File: src/rtl/stream_mux.sv
// stream_mux: N-channel valid/ready stream multiplexer with a registered
// output stage. Grants either an explicitly selected channel or rotates
// round-robin, and counts completed output transfers.
module stream_mux #(
  parameter int WIDTH = 32,
  parameter int NCH   = 4,
  parameter int SELW  = $clog2(NCH)
) (
  input  logic                 clk,
  input  logic                 rst_n,
  input  logic                 mode,
  input  logic [SELW-1:0]      sel,
  input  logic [NCH-1:0]       in_valid,
  input  logic [NCH*WIDTH-1:0] in_data,
  output logic [NCH-1:0]       in_ready,
  output logic                 out_valid,
  output logic [WIDTH-1:0]     out_data,
  output logic [SELW-1:0]      out_ch,
  input  logic                 out_ready,
  output logic [15:0]          xfer_cnt
);

  logic             r_out_valid;
  logic [WIDTH-1:0] r_out_data;
  logic [SELW-1:0]  r_out_ch;
  logic [15:0]      r_xfer_cnt;
  logic [SELW-1:0]  r_last_grant;

  logic             w_load;
  logic             w_rr_hit;
  logic [SELW-1:0]  w_rr_gnt;
  logic [SELW-1:0]  w_rr_idx;
  logic             w_gnt_valid;
  logic [SELW-1:0]  w_gnt;
  logic             w_in_xfer;
  logic             w_out_xfer;
  logic [WIDTH-1:0] w_gnt_data;
  logic [NCH-1:0]   w_in_ready;

  // The output register can take a new word when it is empty or being drained.
  assign w_load     = !r_out_valid || out_ready;
  assign w_out_xfer = r_out_valid && out_ready;

  // Round-robin search: first valid channel starting one past the last grant.
  // NCH is a power of two, so index arithmetic wraps naturally in SELW bits.
  always_comb begin
    w_rr_hit = 1'b0;
    w_rr_gnt = '0;
    w_rr_idx = '0;
    for (int k = 1; k <= NCH; k++) begin
      w_rr_idx = r_last_grant + SELW'(k);
      if (!w_rr_hit && in_valid[w_rr_idx]) begin
        w_rr_hit = 1'b1;
        w_rr_gnt = w_rr_idx;
      end
    end
  end

  // Explicit select grants only the chosen channel, never a fallback.
  assign w_gnt_valid = mode ? w_rr_hit : in_valid[sel];
  assign w_gnt       = mode ? w_rr_gnt : sel;
  assign w_in_xfer   = w_load && w_gnt_valid;

  // Only the granted channel sees ready, and only while the output can load.
  always_comb begin
    w_in_ready = '0;
    if (rst_n && w_in_xfer) begin
      w_in_ready[w_gnt] = 1'b1;
    end
  end

  assign in_ready = w_in_ready;

  // Pick the granted channel's word out of the packed input bus.
  always_comb begin
    w_gnt_data = '0;
    for (int i = 0; i < NCH; i++) begin
      if (SELW'(i) == w_gnt) begin
        w_gnt_data = in_data[i*WIDTH +: WIDTH];
      end
    end
  end

  // Output stage: load on grant, empty on an idle load, hold under backpressure.
  always_ff @(posedge clk or negedge rst_n) begin
    if (!rst_n) begin
      r_out_valid <= 1'b0;
      r_out_data  <= '0;
      r_out_ch    <= '0;
    end else if (w_load) begin
      r_out_valid <= w_gnt_valid;
      if (w_gnt_valid) begin
        r_out_data <= w_gnt_data;
        r_out_ch   <= w_gnt;
      end
    end
  end

  // Round-robin pointer; reset to the top channel so channel 0 goes first,
  // and only moved by round-robin transfers.
  always_ff @(posedge clk or negedge rst_n) begin
    if (!rst_n) begin
      r_last_grant <= SELW'(NCH-1);
    end else if (mode && w_in_xfer) begin
      r_last_grant <= w_gnt;
    end
  end

  // Completed output transfer counter, free-running with natural wrap.
  always_ff @(posedge clk or negedge rst_n) begin
    if (!rst_n) begin
      r_xfer_cnt <= '0;
    end else if (w_out_xfer) begin
      r_xfer_cnt <= r_xfer_cnt + 16'd1;
    end
  end

  assign out_valid = r_out_valid;
  assign out_data  = r_out_data;
  assign out_ch    = r_out_ch;
  assign xfer_cnt  = r_xfer_cnt;

endmodule

File: config.mk
export PLATFORM = sky130hd
export DESIGN_NAME = stream_mux
export DESIGN_NICKNAME = d
export VERILOG_FILES = /design/src/rtl/stream_mux.sv
export SDC_FILE = /design/constraint.sdc
export NUM_CORES = 1
export LEC_CHECK = 0
export BUFFER_PORTS_ARGS = -buffer_cell sky130_fd_sc_hd__buf_4
export CORE_MARGIN = 2
export CORE_UTILIZATION = 35
export CTS_CLUSTER_SIZE = 10
export DETAILED_ROUTE_END_ITERATION = 16
export GPL_TIMING_DRIVEN = 1
export PLACE_DENSITY = 0.69
export RECOVER_POWER = 50
export SETUP_SLACK_MARGIN = 0.1
export SLEW_MARGIN = 10
export SYNTH_ARGS = -nofsm -noshare
export SYNTH_HDL_FRONTEND = slang
export SYNTH_SLANG_ARGS = --single-unit
File: constraint.sdc
create_clock -name clk -period 2.2 [get_ports clk]
set_clock_uncertainty 0.1 [all_clocks]
set_input_delay 0.11 -clock clk [delete_from_list [all_inputs] [get_ports clk]]
set_output_delay 0.11 -clock clk [all_outputs]
set_load 0.02 [all_outputs]
; After elaboration in Yosys (flattened, before gate mapping)
; Cells that the tools add are included.
[totals]
input_bits = 138
register_bits = 53
output_inout_bits = 55
[op_classes]
n_reduce_logical = 15
n_lt_le_gt_ge = 7
n_mux = 27
n_eq_ne = 3
add_sub_neg = 4
[op_table]
columns = op, count
row1 = 32-bit two-way mux, 4
row2 = "2-bit by 3-bit less-than comparator with 1-bit output, second input constant", 6
row3 = "16-bit by 1-bit adder with 16-bit output, second input constant", 1
row4 = 1-bit two-way mux, 11
row5 = 1-bit binary-select mux with 2-bit select, 5
row6 = 2-bit two-way mux, 5
row7 = 1-bit logical AND, 8
row8 = "2-bit adder, second input constant", 2
row9 = "2-bit equality test, first input constant", 2
row10 = 1-bit zero test, 4
row11 = 4-bit two-way mux, 1
row12 = "2-bit by 1-bit adder with 2-bit output, second input constant", 1
row13 = 1-bit demux with 2-bit select, 1
row14 = "1-bit by 2-bit equality test with 1-bit output, first input constant", 1
row15 = "2-bit by 1-bit greater-or-equal comparator with 1-bit output, second input constant", 1
row16 = 2-bit zero test, 1
row17 = 2-bit AND reduction, 1
row18 = 1-bit logical OR, 1

; Logic depth before layout (Yosys ltp)
[depth]
ltp_word = 19
depth_mapped = 8

; Worst setup path after synthesis
; No wires, ideal clock.
[synth_timing]
path_type = flip-flop to output port
startpoint = register r_last_grant[1]
endpoint = output in_ready[1]
required_time_ps = 1990
path_buffers = 2
arrival_time_ps = 1842
stages_incl_launch_ff = 9
setup_slack_ps = 148
cell_sequence = dfstp_2 nand2_1 a21o_1 a21oi_1 a211oi_4 buf_6 buf_8 nand3b_1 nor2_1
[synth_via]
elab_chain_len = 19
elab_cells_between_ends = 35
[synth_rtl]
columns = item, line
row1 = from (decl), 27  ; logic [SELW-1:0] r_last_grant;
row2 = from (signal assigned), 103  ; r_last_grant <= SELW'(NCH-1);
row3 = from (signal assigned), 105  ; r_last_grant <= w_gnt;
row4 = 2-bit by 1-bit adder with 2-bit output, 51  ; w_rr_idx = r_last_grant + SELW'(k);
row5 = 1-bit binary-select mux with 2-bit select, 52  ; if (!w_rr_hit && in_valid[w_rr_idx]) begin
row6 = 1-bit two-way mux (implied by the code), 52
row7 = 1-bit two-way mux, 52
row8 = 1-bit zero test, 52
row9 = 1-bit logical AND, 52
row10 = 1-bit two-way mux, 52
row11 = 1-bit zero test, 52
row12 = [... 3 more ...], n/a
row13 = 1-bit logical AND, 52
row14 = 2-bit two-way mux, 52
row15 = 2-bit two-way mux, 61  ; assign w_gnt = mode ? w_rr_gnt : sel;
row16 = 2-bit by 3-bit less-than comparator with 1-bit output (implied by the code) or 2-bit by 1-bit greater-or-equal comparator with 1-bit output (tied branches), 68  ; w_in_ready[w_gnt] = 1'b1;
row17 = 1-bit logical AND (implied by the code), 68
row18 = 1-bit two-way mux (implied by the code), 68
row19 = 1-bit demux with 2-bit select, 68
row20 = 4-bit two-way mux (*), 67  ; if (rst_n && w_in_xfer) begin
row21 = to (decl), 15  ; output logic [NCH-1:0] in_ready,
; Every way passes the cells marked *; elsewhere a longest branch is shown, timed or not. The select of a mux whose other input is x is not followed.

; Worst setup path after layout
[layout_timing]
startpoint = register r_last_grant[0]
endpoint = register r_out_data[26], in the netlist out_data[26]
[layout_via]
elab_chain_len = 19
elab_cells_between_ends = 36
[layout_rtl]
columns = item, line
row1 = 2-bit by 1-bit adder with 2-bit output, 51
row2 = 1-bit binary-select mux with 2-bit select, 52
row3 = 1-bit two-way mux (implied by the code), 52
row4 = 1-bit two-way mux, 52
row5 = 1-bit zero test, 52
row6 = 1-bit logical AND, 52
row7 = 1-bit two-way mux, 52
row8 = 1-bit zero test, 52
row9 = 1-bit logical AND, 52
row10 = 1-bit two-way mux, 52
row11 = 1-bit zero test, 52
row12 = 1-bit logical AND, 52
row13 = 2-bit two-way mux, 52
row14 = 2-bit two-way mux, 61
row15 = 2-bit zero test, 78  ; if (SELW'(i) == w_gnt) begin
row16 = 32-bit two-way mux (4 in a row), 78
row17 = to (signal assigned), 93  ; r_out_data <= w_gnt_data;
row18 = to (decl), 24  ; logic [WIDTH-1:0] r_out_data;
; Several ways; a longest one is shown, not always the timed one. The select of a mux whose other input is x is not followed.
; A chain may end at the register's enable or synchronous reset.

==> results.toml <==
[run_status]
outcome = "completed"

[clocking]
cts_root_buf = "clkbuf_8"
cts.clk_slew.worst_paths_ns = 0.10
clk_path_buf_depth = 2
cts_num_sinks = 53
clk_latency_ns = 0.30
cts_tree = "yes"
htreeDepth = 2
cts_buffers = 5

[timing]
finalMaxSlewViolations = 0
fin_ws_ns = 0.0471
rsz0062_at_grt = "true"
final_hold_viol_count = 0
slew_headroom = 0.641
fin_crit_sh = 0.979
fmax_mhz = 464
min_period_ns = 2.15
setup_viol = 0
hold_ws_ns = 0.000517
worst_slew_pin_slew_ns = 0.535

[synthesis]
ys_seq_area_frac = 0.429
synthCells = 286
ys_warn_count = 0
syn_nets = 425
syn_avg_cell_area_um2 = 10.8
synth_area_um2 = 3100
yosysUniqueCellTypes = 38
synth-seq-cells = 53

[drt]
vias = 3071
firstDrtPassIters = 4
drc_errors = 0
drtAntennaViolNets = 0
wl_per_cell_um = 16.6
drt_wl_total_um = 9980
drt_iter0_markers = 72
vias_per_cell = 5.12

[die]
core_area_um2 = 8640
die_y_um = 98.1
row_count = 34
die_w_um = 98.1
initial_utilization = 0.359
dieArea_um2 = 9620
ios = 193

[placed_design]
post-place-ws_ns = 0.104
placed_cells = 578
io_buffers = 192
place_congestion = 0.827
place_area_um2 = 4680
hpwl_um = 7110

[layout]
design_area_um2 = 5110
antenna_cells = 0
layout.nets = 630
final_cells = 600
post_route_cells_drive_above_1_share = 0.518
area_delta_synth_final_pct = 64.9
nFillCells = 772

[pwr]
ir_drop_v = 0.000375
power_leakage_nw = 2.58
powerDensity_nw_per_um2 = 765
power.total_mw = 3.91

[setup_path]
crit_path_end_kind = "flip-flop"
arrival_ns = 2.24
crit_fanout = 6
crit_chain = "nor2_1 > nand2_1 > a21oi_2 > a211oi_4 > buf_6 > buf_12 > clkbuf_16 > mux2i_2 > o221ai_2"
slowest_stage = "dfstp_2"
rr_worst_depth = 9
critPathKind = "reg -> reg"
critPathRequiredTime_ns = 2.29
cp-start-kind = "flip-flop"
max_stage_delay_ns = 0.59

[global_routing]
grt_pass1_vias = 3140
grt_use_total = 0.198
antenna_found_initial = 0
grt_max_degree = 34
grt-ovfl-total = 0
grt_pass1_wl_um = 15300

[run]
cap_violations = 0

[min_path]
min_path_type = "in -> reg"
whs_path_depth = 3
worst paths after layout:
path	start	end	slack, ns
max reg2reg	r_last_grant[0]	out_data[26]	0.05
max	r_last_grant[0]	out_data[26]	0.05
min	in_data[34]	out_data[2]	0.0005
min reg2reg	xfer_cnt[15]	xfer_cnt[15]	0.39
max in group asynchronous	rst_n	r_last_grant[0]	1.09
min in group asynchronous	rst_n	out_data[1]	0.18
where the power goes:
group	leakage (nW)	switching [mW]	internal (mW)
Clock	0.0385	0.313	0.226
Sequential	0.663	0.188	1.23
Combinational	1.88	0.957	0.997
Total	2.58	1.46	2.45
Yosys cell counts:
library cell  number  area share
mux2i_1           64        0.21
dfrtp_1           51        0.41
nand2_1           51       0.062
o221ai_1          22       0.062
nor2_1            15       0.018
o221ai_2          10       0.048
xnor2_1           10       0.028
buf_2              7       0.011
a21oi_1            5      0.0081
xor2_1             5       0.014
and3_1             4      0.0081
buf_4              4      0.0097
nand3_1            4      0.0065
inv_1              3      0.0036
nand2b_1           3      0.0061
buf_8              2      0.0097
clkbuf_1           2      0.0024
dfstp_2            2       0.017
nand4_1            2      0.0040
nor3_1             2      0.0032
a211oi_4           1      0.0065
a21boi_1           1      0.0024
a21o_1             1      0.0024
and2_1             1      0.0020
buf_1              1      0.0012
buf_6              1      0.0036
ha_1               1      0.0040
mux2_2             1      0.0036
mux4_2             1      0.0073
nand3b_1           1      0.0024
nor2b_1            1      0.0020
o2111a_1           1      0.0036
o2111ai_1          1      0.0028
o21ai_1            1      0.0016
o311a_1            1      0.0032
o311ai_1           1      0.0028
o41ai_2            1      0.0052
or2_1              1      0.0020
cells by family after synthesis:
group,count (synthesis),synth area share
XOR/XNOR,15,0.0424
buffers and inverters,20,0.0416
AND/OR/NAND/NOR,85,0.116
adder cells (fa/ha/maj),1,0.00404
multiplexers,66,0.218
AO/OA/AOI/OAI,46,0.149
flip-flops,53,0.429
worst max-delay path, delay by kind of cell, from the launching register on:
kind / cells / cell delay (ns)
buf+inv: 3 / 0.50
simple gates: 2 / 0.14
flops: 1 / 0.59
mux: 1 / 0.22
compound gates: 3 / 0.50
cells in the final DEF (no fill, tap or decap), drive strengths merged, types with 4 or more instances in the layout:
| master | n |
|---|---|
| and3 | 4 |
| dfrtp | 51 |
| a21oi | 5 |
| clkbuf | 10 |
| mux2i | 64 |
| nand3 | 4 |
| buf | 211 |
| xor2 | 5 |
| nor2 | 15 |
| nand2 | 51 |
| xnor2 | 10 |
| o221ai | 32 |
state kept, by name, indices dropped and copies added (netlist names):
| name | count |
|---|---|
| out_data | 32 |
| out_ch | 2 |
| out_valid | 1 |
| xfer_cnt | 16 |
| r_last_grant | 2 |
timing repair:
| item | 4_1_cts | 5_1_grt |
|---|---|---|
| gates cloned | 2 | 4 |
| hold buffers | 1 | 0 |
| hold endpoints to repair | 29 | 0 |
| resized for setup | 10 | 21 |
| setup endpoints to repair | 4 | 36 |
| buffers inserted | 5 | 2 |
| pin swaps | 4 | 12 |
routing by layer:
| metal | track usage | up-vias | part of all wire | wire, um |
|---|---|---|---|---|
| li1 | - | 1465 | - | - |
| met1 | 0.244 | 1486 | 0.41 | 4060 |
| met2 | 0.357 | 116 | 0.52 | 5220 |
| met3 | 0.0394 | 4 | 0.063 | 629 |
| met4 | 0.0459 | 0 | 0.0068 | 68 |
| met5 | 0 | - | 0 | 0 |
cell type report:
class | count | area [um2] | share of cell area
timing repair buffer | 215 | 1800 | 0.353
multi-input combinational | 213 | 1750 | 0.342
sequential | 53 | 1330 | 0.260
tap | 108 | 135 | 0.0264
clock buffer | 7 | 76.3 | 0.0149
inverter | 3 | 11.3 | 0.00220
clock inverter | 1 | 7.51 | 0.00147
metrics by stage:
step	setup TNS, ns	utilization
floorplan	0	-
global placement	0	0.541
detailed placement	0	0.541
CTS	0	0.569
global route	-0.951	0.592
finish	0	0.592
(Power assumes the default switching activity.)
